## config.mk

```make
export PLATFORM = sky130hd
export DESIGN_NAME = e203_exu_ordered_wbck
export DESIGN_NICKNAME = d
export VERILOG_FILES = /design/src/rtl/e203_exu_ordered_wbck_pkg.sv /design/src/rtl/e203_exu_wbck_chfifo.sv /design/src/rtl/e203_exu_ordered_wbck.sv
export SDC_FILE = /design/constraint.sdc
export NUM_CORES = 1
export LEC_CHECK = 0
export BUFFER_PORTS_ARGS = -buffer_cell sky130_fd_sc_hd__buf_2
export CORE_MARGIN = 2
export CORE_UTILIZATION = 60
export DETAILED_ROUTE_END_ITERATION = 8
export MAX_ROUTING_LAYER = met4
export PLACE_DENSITY = 0.85
export SLEW_MARGIN = 20
export SYNTH_ARGS = -nofsm -noshare
export SYNTH_HDL_FRONTEND = slang
export SYNTH_HIERARCHICAL = 1
export SYNTH_SLANG_ARGS = --single-unit
```

## constraint.sdc

```tcl
create_clock -name clk -period 5.92 [get_ports clk]
set_input_delay 0.592 -clock clk [delete_from_list [all_inputs] [get_ports clk]]
set_output_delay 0.592 -clock clk [all_outputs]
set_load 0.05 [all_outputs]
```

## src/rtl/e203_exu_ordered_wbck_pkg.sv

```systemverilog
// rtl/e203_exu_ordered_wbck_pkg.sv - shared widths and write-back entry layout
// Entry packing, MSB to LSB: {longp, noret, rdwen, itag, rdidx, wdat}.
package e203_exu_ordered_wbck_pkg;

  localparam int E203_XLEN        = 32;
  localparam int E203_RFIDX_WIDTH = 5;
  localparam int E203_ITAG_WIDTH  = 1;

  function automatic int wbck_entry_w(input int xlen, input int rfidx_w, input int itag_w);
    return 3 + itag_w + rfidx_w + xlen;
  endfunction

endpackage

```

## src/rtl/e203_exu_wbck_chfifo.sv

```systemverilog
// rtl/e203_exu_wbck_chfifo.sv - single-channel write-back entry FIFO
// Pointers carry one extra wrap bit, which distinguishes a full FIFO from an empty one.
module e203_exu_wbck_chfifo #(
  parameter int W     = 8,
  parameter int DEPTH = 2
) (
  input  logic         clk,
  input  logic         rst,
  input  logic         push,
  input  logic [W-1:0] din,
  input  logic         pop,
  output logic         full,
  output logic         empty,
  output logic [W-1:0] head
);

  localparam int AW = $clog2(DEPTH);

  logic [AW:0]  wr_ptr_q, wr_ptr_d, rd_ptr_q, rd_ptr_d;
  logic [W-1:0] mem_q [DEPTH];
  logic [W-1:0] mem_d [DEPTH];

  assign full  = (wr_ptr_q[AW] != rd_ptr_q[AW]) && (wr_ptr_q[AW-1:0] == rd_ptr_q[AW-1:0]);
  assign empty = (wr_ptr_q == rd_ptr_q);
  assign head  = mem_q[rd_ptr_q[AW-1:0]];

  always_comb begin
    wr_ptr_d = wr_ptr_q;
    rd_ptr_d = rd_ptr_q;
    mem_d    = mem_q;
    if (push && !full) begin
      mem_d[wr_ptr_q[AW-1:0]] = din;
      wr_ptr_d = wr_ptr_q + (AW+1)'(1);
    end
    if (pop && !empty) begin
      rd_ptr_d = rd_ptr_q + (AW+1)'(1);
    end
  end

  always_ff @(posedge clk) begin
    if (rst) begin
      wr_ptr_q <= '0;
      rd_ptr_q <= '0;
    end else begin
      wr_ptr_q <= wr_ptr_d;
      rd_ptr_q <= rd_ptr_d;
    end
  end

  always_ff @(posedge clk) begin
    mem_q <= mem_d;
  end

endmodule

```

## src/rtl/e203_exu_ordered_wbck.sv

```systemverilog
// rtl/e203_exu_ordered_wbck.sv - multi-channel write-back collector
// Long-pipe heads retire in OITF order; short heads share the port round-robin.
module e203_exu_ordered_wbck
  import e203_exu_ordered_wbck_pkg::*;
#(
  parameter int  NCH     = 2,
  parameter int  DEPTH   = 2,
  parameter int  XLEN    = E203_XLEN,
  parameter int  RFIDX_W = E203_RFIDX_WIDTH,
  parameter int  ITAG_W  = E203_ITAG_WIDTH,
  localparam int CH_W    = (NCH > 1) ? $clog2(NCH) : 1
) (
  input  logic                    clk,
  input  logic                    rst,
  input  logic [NCH-1:0]          ch_i_valid,
  output logic [NCH-1:0]          ch_i_ready,
  input  logic [NCH*XLEN-1:0]     ch_i_wdat,
  input  logic [NCH*RFIDX_W-1:0]  ch_i_rdidx,
  input  logic [NCH-1:0]          ch_i_rdwen,
  input  logic [NCH-1:0]          ch_i_longp,
  input  logic [NCH-1:0]          ch_i_noret,
  input  logic [NCH*ITAG_W-1:0]   ch_i_itag,
  input  logic                    oitf_empty,
  input  logic [ITAG_W-1:0]       oitf_ret_ptr,
  output logic                    oitf_ret_ena,
  output logic                    wbck_o_valid,
  input  logic                    wbck_o_ready,
  output logic [XLEN-1:0]         wbck_o_wdat,
  output logic [RFIDX_W-1:0]      wbck_o_rdidx,
  output logic [CH_W-1:0]         wbck_o_ch
);

  localparam int EW = wbck_entry_w(XLEN, RFIDX_W, ITAG_W);

  logic [NCH-1:0]     fifo_full, fifo_empty, fifo_push, fifo_pop;
  logic [EW-1:0]      fifo_head [NCH];
  logic [XLEN-1:0]    h_wdat    [NCH];
  logic [RFIDX_W-1:0] h_rdidx   [NCH];
  logic [ITAG_W-1:0]  h_itag    [NCH];
  logic [NCH-1:0]     h_rdwen, h_longp, h_noret, elig_long, elig_short;

  logic [CH_W-1:0] rr_q, rr_d, lock_ch_q, lock_ch_d, gnt_ch;
  logic            lock_q, lock_d, gnt_vld, pop_ok;
  int              idx;

  assign ch_i_ready = ~fifo_full & {NCH{~rst}};

  for (genvar c = 0; c < NCH; c++) begin : g_ch
    assign fifo_push[c] = ch_i_valid[c] & ch_i_ready[c];

    e203_exu_wbck_chfifo #(.W(EW), .DEPTH(DEPTH)) u_fifo (
      .clk   (clk),
      .rst   (rst),
      .push  (fifo_push[c]),
      .din   ({ch_i_longp[c], ch_i_noret[c], ch_i_rdwen[c], ch_i_itag[c*ITAG_W +: ITAG_W],
               ch_i_rdidx[c*RFIDX_W +: RFIDX_W], ch_i_wdat[c*XLEN +: XLEN]}),
      .pop   (fifo_pop[c]),
      .full  (fifo_full[c]),
      .empty (fifo_empty[c]),
      .head  (fifo_head[c])
    );

    assign {h_longp[c], h_noret[c], h_rdwen[c], h_itag[c], h_rdidx[c], h_wdat[c]} = fifo_head[c];
    assign elig_long[c]  = ~fifo_empty[c] & h_longp[c] & ~oitf_empty & (h_itag[c] == oitf_ret_ptr);
    assign elig_short[c] = ~fifo_empty[c] & ~h_longp[c];
  end

  // A stalled write stays locked to its channel so a newly eligible head cannot displace it.
  always_comb begin
    gnt_vld = 1'b0;
    gnt_ch  = '0;
    idx     = 0;
    if (lock_q) begin
      gnt_vld = ~fifo_empty[lock_ch_q];
      gnt_ch  = lock_ch_q;
    end else begin
      for (int c = 0; c < NCH; c++) begin
        if (elig_long[c] && !gnt_vld) begin
          gnt_vld = 1'b1;
          gnt_ch  = CH_W'(c);
        end
      end
      for (int k = 0; k < NCH; k++) begin
        idx = int'(rr_q) + k;
        if (idx >= NCH) idx = idx - NCH;
        if (elig_short[idx] && !gnt_vld) begin
          gnt_vld = 1'b1;
          gnt_ch  = CH_W'(idx);
        end
      end
    end
    if (rst) gnt_vld = 1'b0;
  end

  always_comb begin
    wbck_o_valid = gnt_vld & h_rdwen[gnt_ch];
    wbck_o_wdat  = gnt_vld ? h_wdat[gnt_ch]  : '0;
    wbck_o_rdidx = gnt_vld ? h_rdidx[gnt_ch] : '0;
    wbck_o_ch    = gnt_vld ? gnt_ch          : '0;
    pop_ok       = gnt_vld & (h_rdwen[gnt_ch] ? wbck_o_ready : 1'b1);
    oitf_ret_ena = pop_ok & h_longp[gnt_ch] & ~h_noret[gnt_ch];
    for (int c = 0; c < NCH; c++) begin
      fifo_pop[c] = pop_ok && (gnt_ch == CH_W'(c));
    end
    rr_d = rr_q;
    if (pop_ok && !h_longp[gnt_ch]) begin
      rr_d = (int'(gnt_ch) == NCH - 1) ? '0 : gnt_ch + CH_W'(1);
    end
    lock_d    = wbck_o_valid & ~wbck_o_ready;
    lock_ch_d = gnt_ch;
  end

  always_ff @(posedge clk) begin
    if (rst) begin
      rr_q      <= '0;
      lock_q    <= 1'b0;
      lock_ch_q <= '0;
    end else begin
      rr_q      <= rr_d;
      lock_q    <= lock_d;
      lock_ch_q <= lock_ch_d;
    end
  end

endmodule

```

# After elaboration in Yosys (flattened, before gate mapping)
# Index checks and enable logic that the tools add are counted.
# Widths: inputs -> output; s select.
# word_totals
reg_bits,175
in_bits,89
output_inout_bits,42
elab_cells,148
# op_classes
n_eq_ne,8
reduce_logical,22
order_cmp,13
muxes,54
n_bitwise,32
add_sub_neg,8
# ops
cell,n
$mux 41,8
$mux 32,8
$bwmux 82,2
$demux 41 s1,2
$lt 32x3->1 const B,2
$mux 1,30
$mux 5,4
$and 1x1->1,15
$logic_and 1x1->1,14
$ge 2x2->1 const B,6
$not 1->1,10
$not 1->2,5
$add 2x1->2 const B,4
$logic_not 1->1,8
$eq 1x1->1,4
$eq 2x2->1,2
$lt 1x2->1 const B,2
$lt 2x1->1 const B,2
$sub 1x2->3 const B,1
$sub 2x2->3 const B,1
$add 1x1->2 const B,1
$and 2x2->2,1
$ge 1x2->1 const B,1
$ne 1x1->1,2
other kinds (2),2

# Longest topological paths before layout
# Gate-level depths: netlist of run 1.
# depth
word_depth,27
ltp_mapped,14
depth_no_buf,11

# Modules after synthesis
# The synthesis of run 1 kept the hierarchy.
# by_module_without_submodules
mod,area_each_um2,instances,seq_area_each_um2,cells_per_inst
e203_exu_wbck_chfifo,3190.6,2,2542.4,159
e203_exu_ordered_wbck,904.6,1,60.1,178

# Least setup slack after synthesis of run 1
# No wires, ideal clock.
# synth_timing
kind,flip-flop to flip-flop
start,register g_ch[0].u_fifo.rd_ptr_q[0]
end,register g_ch[0].u_fifo/mem_q[0] (netlist bit) (enable)
synth_period_minus_slack_ns,4.386
arrival_ns,3.933
path_slack_ns,1.534
path_buffers,2
t_required_ns,5.467
setup_time_ns,0.453
stages_incl_launch_ff,9
cell_sequence,dfxtp_1 -> buf_2 -> buf_2 -> xor2_1 -> nor2_1 -> nor2_1 -> and2_1 -> nand2_1 -> a21oi_1
# synth_between
elab_chain_cells,6
word_cells_on_any_way,7
classes_between,eq/ne: 1; bitwise: 3; reduce/logical: 3
# synth_lines
element,line_no,text
start: declaration,e203_exu_wbck_chfifo.sv:19,"logic [AW:0] wr_ptr_q, wr_ptr_d, rd_ptr_q, rd_ptr_d;"
start signal: assignment,e203_exu_wbck_chfifo.sv:46,rd_ptr_q <= rd_ptr_d;
$eq 1x1->1,e203_exu_wbck_chfifo.sv:23,assign full = (wr_ptr_q[AW] != rd_ptr_q[AW]) && (wr_ptr_q[AW-1:0] == rd_ptr_q[AW-1:0]);
$logic_and 1x1->1,e203_exu_wbck_chfifo.sv:23,
named net fifo_full[0],e203_exu_ordered_wbck.sv:35,"logic [NCH-1:0] fifo_full, fifo_empty, fifo_push, fifo_pop;"
$not 2->2,e203_exu_ordered_wbck.sv:46,assign ch_i_ready = ~fifo_full & {NCH{~rst}};
$and 2x2->2,e203_exu_ordered_wbck.sv:46,
named net ch_i_ready[0],e203_exu_ordered_wbck.sv:16,"output logic [NCH-1:0] ch_i_ready,"
$and 1x1->1,e203_exu_ordered_wbck.sv:49,assign fifo_push[c] = ch_i_valid[c] & ch_i_ready[c];
named net fifo_push[0],e203_exu_ordered_wbck.sv:35,
$logic_and 1x1->1,e203_exu_wbck_chfifo.sv:31,if (push && !full) begin
end signal: assignment,e203_exu_wbck_chfifo.sv:51,mem_q <= mem_d;
end: declaration,e203_exu_wbck_chfifo.sv:20,logic [W-1:0] mem_q [DEPTH];
# The timed path passes the listed nets, and every way through them passes these cells.
# A chain may end at the register's enable or synchronous reset.

==> impl_metrics.yaml, run 1 <==
run_status:
  status: "finished, final reports clean"
clock_tree:
  cts_num_sinks: 175
  cts.reportedPaths.clkPinSlew_ns: 0.06
  cts_buffer_depth: 2
  insertion_delay_ns: 0.42
  cts_root_buffer: "clkbuf_16"
  cts_buffers: 17
  cts_resized: 0
  cts_hold_buffers: 0
  post_cts_buffers: 0
  cts_tree: "built"
  h-tree-depth: 4
timing:
  tightest_slew_ns: 0.9581
  hold_ws_ns: 0.3559
  skew_ns: 0.006990
  fin_crit_ns: 4.602
  period_share_pct: 77.74
  fmax_mhz: 217.3
  grt_setup_unrepaired: "no"
  fin_tns_setup_ns: 0
  setup_viol: 0
  relSlewSlack_pct: 36.13
  hold_viol: 0
  finalMaxSlewViolations: 0
finish:
  layout_common_cells: "edfxtp_1, buf_2, nand2_1"
  drive_gt1_share_pct: 40.31
  diodes: 0
  final_common_cell: "edfxtp_1"
  fill_cells: 758
  syn_to_final_growth_pct: 18.50
  multi_input_area_um2: 2047
  register_area_um2: 5147
  utilization_pct: 72.48
  fin_nets: 711
grt:
  grt_pass1_vias: 4776
  antenna_found_initial: 0
  grt_max_degree: 43
  grt.overflow.total: 0
  grt_util_all_layers_pct: 24.72
  grt_pass1_wl_um: 23160
floorplan:
  fp.dieH_um: 114.2
  dieWidth_um: 114.2
  die-area_um2: 13040
  row_count: 40
  initial_core_util_pct: 61.17
  core_um2: 11910
  ios: 131
critical_path:
  r2r_setup_slack_ns: 1.99
  cp_slowest_cell: "or4_4"
  cp.required_ns: 5.33
  worstRegToRegCells: 10
  crit_start: "g_ch[1].u_fifo/rd_ptr_q[0]"
  startpoint_type: "register"
  slowest_delay_ns: 0.75
  crit_chain: "mux2_2 -> or3_1 -> a21boi_0 -> nor4b_1 -> nand2b_2 -> or4_4 -> a21oi_1 -> buf_2"
  r2r-end: "g_ch[1].u_fifo/rd_ptr_q[1]"
  cp.depth: 8
  crit_type: "reg -> out"
  r2r-start: "g_ch[1].u_fifo/rd_ptr_q[0]"
  cp-end-kind: "primary output"
  crit_path_end: "oitf_ret_ena"
  cpLargestDelayFamily: "simple AND/OR/NAND/NOR gates"
  cp_max_fo: 41
  cp.arrival_ns: 4.01
  crit_buf_inv: 1
power:
  ir_worst_vdd_uv: 251.3
  power-per-cell-area_nw_per_um2: 341.7
  leakagePower_uw: 0.003231
  power.total_uw: 2950
run:
  cap_violations: 0
synth:
  ys_types: 34
  syn_avg_cell_area_um2: 14.69
  yosys_most_used_dff: "edfxtp_1"
  ys.warnings.count: 6
  synth_seq_cells: 175
  synth_compound_area_share_pct: 5.186
  synthAdderAreaFrac_pct: 0
  synth-simple-area-share_pct: 7.573
  synth_area_um2: 7286
  synth_edf_count: 164
  synth_top_family_by_area: "multiplexers"
  yosys.area.top_type: "edfxtp_1"
  synth-seq-area-share_pct: 70.62
  syn_inst: 496
  synth_top_area_share_pct: 67.59
  synth_nets: 585
  synth_area_leaders: "edfxtp_1, mux2_2, nand2_1"
  synth_xor_area_share_pct: 0.9617
  synthArstFlopShare_pct: 0
  synthMuxAreaShare_pct: 13.79
detailed_routing:
  wl_um: 14930
  dr.pass1.iters: 4
  first_iter_violations: 309
  drc_errors: 0
  vias_per_cell: 5.767
  num_vias: 4510
  ant_nets: 0
  wire_per_inst_um: 19.09
place:
  port_buffers: 130
  globalplace.congestion: 0.9328
  place_hpwl_um: 9449
hold_path:
  hold_class: "in -> reg"
-- stage by stage --
stage | instances | setup WS (ns) | area [µm²]
finish | 782 | 1.318 | 8633
detailed placement | 750 | 1.702 | 8078
global placement | 750 | 1.832 | 8078
CTS | 782 | 1.261 | 8626
global route | 782 | 0.9395 | 8633
floorplan | 496 | 1.534 | 7286
-- Yosys cell counts, types with 3 or more instances --
cell type	instances
a21oi_1	47
a311oi_1	5
buf_2	12
clkbuf_1	16
dfxtp_1	11
edfxtp_1	164
inv_1	3
mux2_2	83
mux2i_1	7
nand2_1	86
nor2_1	24
o211a_1	3
xnor2_1	3
xor2_1	5
-- state kept, by name, summed over array words and instances, names as in the netlist --
name / count
g_ch.u_fifo/rd_ptr_q: 4
g_ch.u_fifo/wr_ptr_q: 4
g_ch.u_fifo/mem_q: 164
lock_q: 1
rr_q: 1
lock_ch_q: 1
-- power breakdown --
part / internal [µW] / leakage [µW] / total, µW / switching (µW)
registers: 1410 / 0.00159 / 1440 / 26.5
clock network: 611 / 0.000272 / 1040 / 426
logic: 152 / 0.00136 / 477 / 325
-- worst min-delay path by stage --
stage	slack, ns	end	depth (start not counted)	from
2_1_floorplan	0.51	g_ch[0].u_fifo/rd_ptr_q[1]	2	g_ch[0].u_fifo/wr_ptr_q[1]
3_3_place_gp	0.52	g_ch[1].u_fifo/rd_ptr_q[1]	2	g_ch[1].u_fifo/wr_ptr_q[1]
3_5_place_dp	0.54	g_ch[1].u_fifo/rd_ptr_q[1]	2	g_ch[1].u_fifo/wr_ptr_q[1]
4_1_cts	0.34	g_ch[0].u_fifo/mem_q[2]	1	ch_i_wdat[2]
5_1_grt	0.33	g_ch[1].u_fifo/mem_q[36]	1	ch_i_rdidx[9]
6_report	0.36	g_ch[0].u_fifo/mem_q[2]	1	ch_i_wdat[2]
-- layer usage --
metal | track usage [%] | wire length (µm)
met2 | 40.79 | 7741
met1 | 29.07 | 5940
met5 | - | 0
met4 | 10.33 | 257
met3 | 6.406 | 991
-- logic make-up (layout without fill, tap and decap cells) --
family / after synthesis / after routing
flops: 175 / 175
simple gates: 129 / 129
mux: 90 / 90
compound gates: 62 / 62
buf+inv: 32 / 171
xor+xnor: 8 / 8
-- layout make-up --
type                       count  area share [%]
clock inverter                 6          0.6812
multi-input combinational    289           23.71
sequential                   175           59.62
inverter                       3          0.1304
tap                          147           2.130
clock buffer                  26           5.667
timing repair buffer         136           8.058
Power figures use the tool's default switching activity.
==> run 2: changes to the inputs <==
--- a/config.mk
+++ b/config.mk
@@ -7,10 +7,10 @@
 export LEC_CHECK = 0
 export BUFFER_PORTS_ARGS = -buffer_cell sky130_fd_sc_hd__buf_2
 export CORE_MARGIN = 2
-export CORE_UTILIZATION = 60
+export CORE_UTILIZATION = 56
 export DETAILED_ROUTE_END_ITERATION = 8
 export MAX_ROUTING_LAYER = met4
-export PLACE_DENSITY = 0.85
+export PLACE_DENSITY = 0.8
 export SLEW_MARGIN = 20
 export SYNTH_ARGS = -nofsm -noshare
 export SYNTH_HDL_FRONTEND = slang
==> constraint.sdc (replaced) <==
create_clock -name clk -period 4.68 [get_ports clk]
set_input_delay 0.468 -clock clk [delete_from_list [all_inputs] [get_ports clk]]
set_output_delay 0.468 -clock clk [all_outputs]
set_load 0.05 [all_outputs]
==> impl_metrics.yaml, run 2 (synthesized netlist as in run 1, its figures left out) <==
run_status:
  status: "finished, final reports clean"
floorplan:
  row_count: 41
  initial_core_util_pct: 57.50
  fp.dieH_um: 118.1
  dieWidth_um: 118.1
  ios: 131
  die-area_um2: 13940
  core_um2: 12670
detailed_routing:
  dr.pass1.iters: 5
  drc_errors: 0
  num_vias: 4549
  ant_nets: 0
  first_iter_violations: 340
  vias_per_cell: 5.609
  wl_um: 15390
  wire_per_inst_um: 18.98
power:
  power-per-cell-area_nw_per_um2: 430.3
  ir_worst_vdd_uv: 258.3
  leakagePower_uw: 0.003235
hold_path:
  hold_class: "in -> reg"
timing:
  relSlewSlack_pct: 34.16
  period_share_pct: 87.09
  fmax_mhz: 245.3
  fin_crit_ns: 4.076
  fin_tns_setup_ns: 0
  layout_setup_ws_ns: 0.6041
  hold_viol: 0
  setup_viol: 0
  tightest_slew_ns: 0.9876
  skew_ns: 0.007194
  finalMaxSlewViolations: 0
  grt_setup_unrepaired: "no"
critical_path:
  cp_slowest_cell: "or4_4"
  cpLargestDelayFamily: "simple AND/OR/NAND/NOR gates"
  cp.required_ns: 4.21
  cp-end-kind: "primary output"
  slowest_delay_ns: 0.56
  cp.arrival_ns: 3.61
  crit_buf_inv: 1
  crit_type: "reg -> out"
  cp_max_fo: 5
  startpoint_type: "register"
  crit_chain: "xor2_1 -> nor2_1 -> or3_1 -> a311oi_1 -> mux2i_1 -> nor4_1 -> or4_4 -> a21oi_1 -> buf_2"
clock_tree:
  cts_resized: 0
  cts_hold_buffers: 0
  cts_root_buffer: "clkbuf_16"
  h-tree-depth: 4
  cts_buffer_depth: 2
  cts_buffers: 17
  cts_tree: "built"
  insertion_delay_ns: 0.43
  cts.reportedPaths.clkPinSlew_ns: 0.06
  post_cts_buffers: 0
  cts_num_sinks: 175
run:
  cap_violations: 0
finish:
  syn_to_final_growth_pct: 19.22
  final_common_cell: "edfxtp_1"
  drive_gt1_share_pct: 40.31
  fin_nets: 711
  top_register: "g_ch.u_fifo/mem_q"
  largest_reg_flops: 164
  layout_common_cells: "edfxtp_1, buf_2, nand2_1"
  utilization_pct: 68.55
  top_regs: "g_ch.u_fifo/mem_q x164, g_ch.u_fifo/rd_ptr_q x4, g_ch.u_fifo/wr_ptr_q x4"
place:
  place_ws_ns: 1.071
  port_buffers: 130
  place_hpwl_um: 9469
  globalplace.congestion: 0.8318
grt:
  grt.overflow.total: 0
  grt_pass1_wl_um: 24010
  grt_pass1_vias: 4852
  grt_max_degree: 46
  grt_util_all_layers_pct: 23.50
  antenna_found_initial: 4
-- run 2: cell types whose count changed in the layout (fill, tap and decap cells not counted) --
| cell | delta |
|---|---|
| bufinv_16 | -1 |
| clkbuf_16 | +2 |
| clkbuf_8 | -1 |
| clkinv_4 | -1 |
| diode_2 | +4 |
| inv_4 | +1 |
| o211a_2 | -1 |
| o211a_4 | +1 |
-- run 2: worst register-to-register path, cell delays in order, from the launching register on --
cell and delay [ns]:
dfxtp_1 0.44, xor2_1 0.43, nor2_1 0.15, or3_1 0.43
a311oi_1 0.39, mux2i_1 0.23, nor4_1 0.10, or4_4 0.56
nor2_1 0.31, nand2_1 0.15, nor2_1 0.20, a311oi_1 0.09
-- run 2: area by class of cell --
cell class	count	area [µm²]
Antenna cell	4	10.01
Clock buffer	27	525.5
Clock inverter	5	26.28
Fill cell	895	3985
Inverter	3	11.26
Multi-Input combinational cell	289	2054
Sequential cell	175	5147
Tap cell	172	215.2
Timing Repair Buffer	136	695.7
-- run 2: worst paths after layout --
check	startpoint	cells past startpoint	slack, ns	to
min reg2reg	g_ch[1].u_fifo/wr_ptr_q[1]	2	0.58	g_ch[1].u_fifo/rd_ptr_q[1]
max reg2reg	g_ch[1].u_fifo/wr_ptr_q[1]	11	1.05	g_ch[1].u_fifo/rd_ptr_q[0]
max	g_ch[1].u_fifo/wr_ptr_q[1]	9	0.60	oitf_ret_ena
min	ch_i_wdat[43]	1	0.22	g_ch[1].u_fifo/mem_q[52]
-- run 2: metrics by stage --
stage / std cells / instance area [µm²] / hold slack (ns) / total power, µW
after global placement: 775 / 8109 / 0.5226 / 2436
after detailed placement: 775 / 8124 / 0.5498 / 2457
after global routing: 811 / 8686 / 0.2123 / 3866
final: 811 / 8686 / 0.2243 / 3738
after floorplan: 496 / 7286 / 0.5059 / 2280
after CTS: 807 / 8676 / 0.2091 / 3760
-- run 2: power breakdown --
group	internal (µW)	leakage (µW)	switching [µW]
clock	768	0.000276	543
sequential	1780	0.00159	29.8
combinational	194	0.00136	419
-- run 2: routing by layer --
| metal | wire (µm) | global-route usage, % |
|---|---|---|
| met1 | 5784 | 26.11 |
| met4 | 393 | 10.77 |
| met5 | 0 | - |
| met3 | 1116 | 6.153 |
| met2 | 8099 | 39.70 |
